<file path="src/rtl/xilinx_exit_status_uart_tx.sv">
// Watches the SoC exit-status handshake and reports each exit value to the
// host as the ASCII line "EXIT=XXXXXXXX\r\n" on an 8N1 UART transmitter.
//   clk_gen       : system clock
//   rst_n         : asynchronous active-low reset
//   exit_valid_i  : exit-valid level; a rising edge captures exit_value_i
//   exit_value_i  : 32-bit exit value
//   tx_o          : UART serial out, idle high (registered)
//   busy_o        : high while a report line is in flight (registered)
//   done_o        : one-cycle pulse after the final stop bit (registered)
module xilinx_exit_status_uart_tx #(
  parameter int unsigned CLKS_PER_BIT = 130
) (
  input  logic        clk_gen,
  input  logic        rst_n,
  input  logic        exit_valid_i,
  input  logic [31:0] exit_value_i,
  output logic        tx_o,
  output logic        busy_o,
  output logic        done_o
);

  localparam int unsigned BAUD_W    = $clog2(CLKS_PER_BIT);
  localparam int unsigned BIT_W     = 3;
  localparam int unsigned CHAR_W    = 4;
  localparam logic [BAUD_W-1:0] BAUD_LAST = BAUD_W'(CLKS_PER_BIT - 1);
  localparam logic [BIT_W-1:0]  BIT_LAST  = BIT_W'(7);
  localparam logic [CHAR_W-1:0] CHAR_LAST = CHAR_W'(14);

  typedef enum logic [1:0] {
    IDLE,
    START,
    DATA,
    STOP
  } state_t;

  state_t              state_q, state_d;
  logic [BAUD_W-1:0]   baud_q, baud_d;
  logic [BIT_W-1:0]    bit_q, bit_d;
  logic [CHAR_W-1:0]   char_q, char_d;
  logic [31:0]         value_q, value_d;
  logic                valid_q;
  logic                tx_d, busy_d, done_d;
  logic                trigger;
  logic                baud_tc;
  logic [7:0]          char_byte;

  // Uppercase ASCII hex digit for one nibble.
  function automatic logic [7:0] hex_ascii(input logic [3:0] n);
    if (n < 4'd10) return 8'h30 + {4'h0, n};
    else           return 8'h41 + ({4'h0, n} - 8'd10);
  endfunction

  // Character at position idx of the report line for value v.
  function automatic logic [7:0] line_char(input logic [CHAR_W-1:0] idx,
                                           input logic [31:0] v);
    case (idx)
      4'd0:    return 8'h45;  // 'E'
      4'd1:    return 8'h58;  // 'X'
      4'd2:    return 8'h49;  // 'I'
      4'd3:    return 8'h54;  // 'T'
      4'd4:    return 8'h3D;  // '='
      4'd5:    return hex_ascii(v[31:28]);
      4'd6:    return hex_ascii(v[27:24]);
      4'd7:    return hex_ascii(v[23:20]);
      4'd8:    return hex_ascii(v[19:16]);
      4'd9:    return hex_ascii(v[15:12]);
      4'd10:   return hex_ascii(v[11:8]);
      4'd11:   return hex_ascii(v[7:4]);
      4'd12:   return hex_ascii(v[3:0]);
      4'd13:   return 8'h0D;
      default: return 8'h0A;
    endcase
  endfunction

  assign trigger = exit_valid_i & ~valid_q;
  assign baud_tc = (baud_q == BAUD_LAST);

  // State and output registers.
  always_ff @(posedge clk_gen or negedge rst_n) begin
    if (!rst_n) begin
      state_q <= IDLE;
      baud_q  <= '0;
      bit_q   <= '0;
      char_q  <= '0;
      value_q <= '0;
      valid_q <= 1'b0;
      tx_o    <= 1'b1;
      busy_o  <= 1'b0;
      done_o  <= 1'b0;
    end else begin
      state_q <= state_d;
      baud_q  <= baud_d;
      bit_q   <= bit_d;
      char_q  <= char_d;
      value_q <= value_d;
      valid_q <= exit_valid_i;
      tx_o    <= tx_d;
      busy_o  <= busy_d;
      done_o  <= done_d;
    end
  end

  // Next state, counters, and next values of the registered outputs.
  always_comb begin
    state_d   = state_q;
    baud_d    = baud_q;
    bit_d     = bit_q;
    char_d    = char_q;
    value_d   = value_q;
    done_d    = 1'b0;
    tx_d      = 1'b1;
    busy_d    = 1'b0;
    char_byte = 8'h00;

    case (state_q)
      IDLE: begin
        // The done cycle still belongs to the previous line, so an edge
        // landing there is dropped.
        if (trigger && !done_o) begin
          state_d = START;
          value_d = exit_value_i;
          char_d  = '0;
          bit_d   = '0;
          baud_d  = '0;
        end
      end
      START: begin
        if (baud_tc) begin
          baud_d  = '0;
          bit_d   = '0;
          state_d = DATA;
        end else begin
          baud_d = baud_q + BAUD_W'(1);
        end
      end
      DATA: begin
        if (baud_tc) begin
          baud_d = '0;
          if (bit_q == BIT_LAST) state_d = STOP;
          else                   bit_d   = bit_q + BIT_W'(1);
        end else begin
          baud_d = baud_q + BAUD_W'(1);
        end
      end
      STOP: begin
        if (baud_tc) begin
          baud_d = '0;
          if (char_q == CHAR_LAST) begin
            state_d = IDLE;
            char_d  = '0;
            done_d  = 1'b1;
          end else begin
            state_d = START;
            char_d  = char_q + CHAR_W'(1);
          end
        end else begin
          baud_d = baud_q + BAUD_W'(1);
        end
      end
      default: state_d = IDLE;
    endcase

    // Outputs are derived from the next state so they register in step with it.
    char_byte = line_char(char_d, value_d);
    busy_d    = (state_d != IDLE);
    case (state_d)
      START:   tx_d = 1'b0;
      DATA:    tx_d = char_byte[bit_d];
      default: tx_d = 1'b1;
    endcase
  end

endmodule

</file>
<file path="config.mk">
export PLATFORM = sky130hd
export DESIGN_NAME = xilinx_exit_status_uart_tx
export DESIGN_NICKNAME = d
export VERILOG_FILES = /design/src/rtl/xilinx_exit_status_uart_tx.sv
export SDC_FILE = /design/constraint.sdc
export NUM_CORES = 1
export LEC_CHECK = 0
export CAP_MARGIN = 20
export CORE_UTILIZATION = 40
export DETAILED_ROUTE_END_ITERATION = 10
export MAX_ROUTING_LAYER = met4
export PLACE_DENSITY_LB_ADDON = 0.08
export SLEW_MARGIN = 10
export SYNTH_ARGS = -nofsm -noshare
export SYNTH_HDL_FRONTEND = slang
export SYNTH_SLANG_ARGS = --single-unit
export TNS_END_PERCENT = 1
</file>
<file path="constraint.sdc">
create_clock -name clk_gen -period 3.7 [get_ports clk_gen]
set_input_delay 1.11 -clock clk_gen [delete_from_list [all_inputs] [get_ports clk_gen]]
set_output_delay 1.11 -clock clk_gen [all_outputs]
set_load 0.03 [all_outputs]
</file>
==> results.sh <==
export IMPL_max_vdd_ir_drop_mv=0.167
export IMPL_synth_net_count=654
export IMPL_cts_tree="yes"
export IMPL_grtUsageMet2=0.407
export IMPL_synth_edff_count=0
export IMPL_hold_viol=0
export IMPL_timing_fmax_mhz=284
export IMPL_rsz0062_at_grt="no"
export IMPL_routed_via_density=5.59
export IMPL_fp_dieH_um=112
export IMPL_layout_cells_non_filler=868
export IMPL_clock_sinks=53
export IMPL_dieArea_mm2=0.0125
export IMPL_antenna_found_initial=0
export IMPL_final_layout_size_suffix_gt1_frac=0.241
export IMPL_synth_top_area_frac=0.271
export IMPL_pre_cts_ws_ps=-591
export IMPL_yosysWarningCount=0
export IMPL_final_setup_worst_slack_ps=181
export IMPL_cp_arrival_ps=3750
export IMPL_htreeDepth=2
export IMPL_synth_most_common_cell="nand2_1"
export IMPL_use_met3=0.0294
export IMPL_synth_seq_cells=53
export IMPL_firstDrtPassIters=8
export IMPL_dpl_cell_area_mm2=0.00621
export IMPL_period_minus_slack_ps=3520
export IMPL_power_density_mw_per_mm2=177
export IMPL_slowest_delay_ps=430
export IMPL_yosys_area_top_type="dfrtp_1"
export IMPL_drt_first_iter_violations=295
export IMPL_syn_cell_area_mm2=0.00481
export IMPL_area_delta_synth_final_pct=34.1
export IMPL_cap_violations=0
export IMPL_finalSetupViolCount=0
export IMPL_insertion_delay_ps=310
export IMPL_routedWlPerCell_um=16.3
export IMPL_status="finished, violations left"
export IMPL_critPathLaunchType="input pin"
export IMPL_route_detailed_drc=1
export IMPL_grt_first_pass_wirelength_mm=23.5
export IMPL_cpMaxStageDelayCell="a2111o_1"
export IMPL_skew_ps=7.97
export IMPL_dieWidth_um=112
export IMPL_synthArstFlopShare=1.00
export IMPL_fin_crit_sh=0.951
export IMPL_avgSynthCellArea_um2=8.16
export IMPL_synth_cell_types=79
export IMPL_final_nets=789
export IMPL_yosysSeqAreaShare=0.276
export IMPL_grt_max_degree=33
export IMPL_ant_nets=0
export IMPL_ys_top_cells_by_count="nand2_1 (88), dfrtp_1 (52), o21ai_0 (38)"
export IMPL_synthCells=589
export IMPL_netlist_top_cells_area="dfrtp_1 (27%), ha_1 (7.8%), nand2_1 (6.9%)"
export IMPL_coreArea_mm2=0.0116
export IMPL_routabilityCongestion=0.907
export IMPL_numPlacedInstances=858
export IMPL_slew_headroom=0.561
export IMPL_postCtsSetupBuffers=0
export IMPL_row_count=39
export IMPL_grt_util_met1=0.301
export IMPL_violations="DRC"
export IMPL_n_antenna_cell=0
export IMPL_crit_path_end_kind="register"
export IMPL_cp_required_ps=3930
export IMPL_register_area_mm2=0.00133
export IMPL_ys_flop_type="dfrtp_1"
export IMPL_clkTransAtPathRegs_ps=70
export IMPL_worstPathCellList="clkbuf_2 > nand4bb_4 > buf_12 > mux2_2 > inv_1 > ha_1 > xnor2_1 > nand2_1 > o21ai_0 > o211ai_1 > o221ai_1 > a2111o_1 > o211a_1 > a32o_1"
export IMPL_worstHoldPathType="reg -> reg"
export IMPL_path_class="in -> reg"
export IMPL_hpwl_mm=11.2
export IMPL_p_leak_nw=2.98
export IMPL_worst_pin_slew_ps=650
export IMPL_cts_buffers=5
export IMPL_io_pins=38
export IMPL_wl_mm=14.1
export IMPL_postLayoutCoreUtil=0.557
export IMPL_cp_max_fo=6
export IMPL_cts_buffer_depth=2
export IMPL_clockRootBuffer="clkbuf_16"
export IMPL_vias=4855
export IMPL_final_max_slew_viol_count=0
export IMPL_stdcell_area_mm2=0.00645
export IMPL_multi_input_area_mm2=0.00327
export IMPL_start_util=0.416
export IMPL_grt_pass1_vias=4854
export IMPL_portBuffers=37
export IMPL_grt_usage=0.242
export IMPL_holdBufCountCts=0
export IMPL_n_fill_cell=1078
export IMPL_busiest_layer="met2"
export IMPL_grt_overflow_total=0
cell families after synthesis:
| kind of cell | after synthesis | synth area share |
|---|---|---|
| and+or+nand+nor | 224 | 0.241 |
| AOI/OAI and AO/OA | 149 | 0.212 |
| buffers and inverters | 63 | 0.0531 |
| DFF | 53 | 0.276 |
| xor gates and xnor gates | 38 | 0.0693 |
| muxes | 32 | 0.0703 |
| adders and majority gates | 30 | 0.0781 |
power by group:
part	switching (mW)	internal [mW]	leakage, nW
registers	0.000378	0.579	0.710
clock network	0.237	0.253	0.0702
logic	0.0311	0.0415	2.20
metal layers:
layer | vias up | part of all wire
met2 | 99 | 0.48
met3 | 20 | 0.030
met5 | - | 0
met4 | 0 | 0.019
li1 | 2414 | -
met1 | 2322 | 0.47
worst max-delay path, delay by kind of cell:
kind	cells	cell delay, ps
simple gates	2	300
compound gates	6	1240
mux	1	280
fa+ha+maj	1	250
xor+xnor	1	130
buf+inv	3	440
cell type report:
class,count,area share
multi-input cells,473,0.507
repair buffers,164,0.221
flip-flops and latches,53,0.206
well taps,143,0.0278
clock buffers,5,0.0194
inverters,27,0.0157
clock inverters,3,0.00330
registers in the layout, summed over array words and instances (netlist names):
signal   cells
baud_q       8
bit_q        3
busy_o       1
char_q       4
done_o       1
state_q      2
tx_o         1
valid_q      1
value_q     32
through the flow:
step	total power, mW	TNS [ps]	hold WS, ps
after floorplan	0.600	0	475
after global placement	0.664	-561	518
after detailed placement	0.665	-591	532
after CTS	1.16	0	553
after global routing	1.19	0	589
final	1.14	0	538
layout by cell type, fill, tap and decap left out, types with 5 or more instances in the layout:
cell	netlist	layout
xor2_1	18	18
mux2_2	14	14
a211oi_1	9	8
nor2_1	29	29
and3_1	9	9
mux2i_1	18	17
ha_1	30	28
o21ai_0	38	37
nand3_1	15	15
dfrtp_1	52	52
buf_12	0	6
nand2_1	88	87
inv_1	25	25
a21oi_1	32	32
o211ai_1	10	10
clkdlybuf4s50_1	0	35
nor3_1	11	11
xnor2_1	20	20
nand2b_1	5	5
nand4_1	11	11
clkbuf_16	0	7
buf_4	1	119
nand3b_1	12	12
and2_1	9	9
final timing paths:
check                              end          from  slack, ps  depth (start not counted)
max                               tx_o  exit_valid_i        180                         14
min                        value_q[30]   value_q[30]        540                          2
max reg2reg                       tx_o    state_q[0]        310                         15
min reg2reg                value_q[30]   value_q[30]        540                          2
max in group asynchronous  value_q[18]         rst_n       2530                          2
min in group asynchronous   value_q[1]         rst_n        790                          2
what timing repair did:
item	CTS	global route
gates resized for setup	3	10
hold endpoints to repair	0	0
setup endpoints to repair	1	1
cloned	0	2
Note: power is estimated with default switching activity, not from simulation.
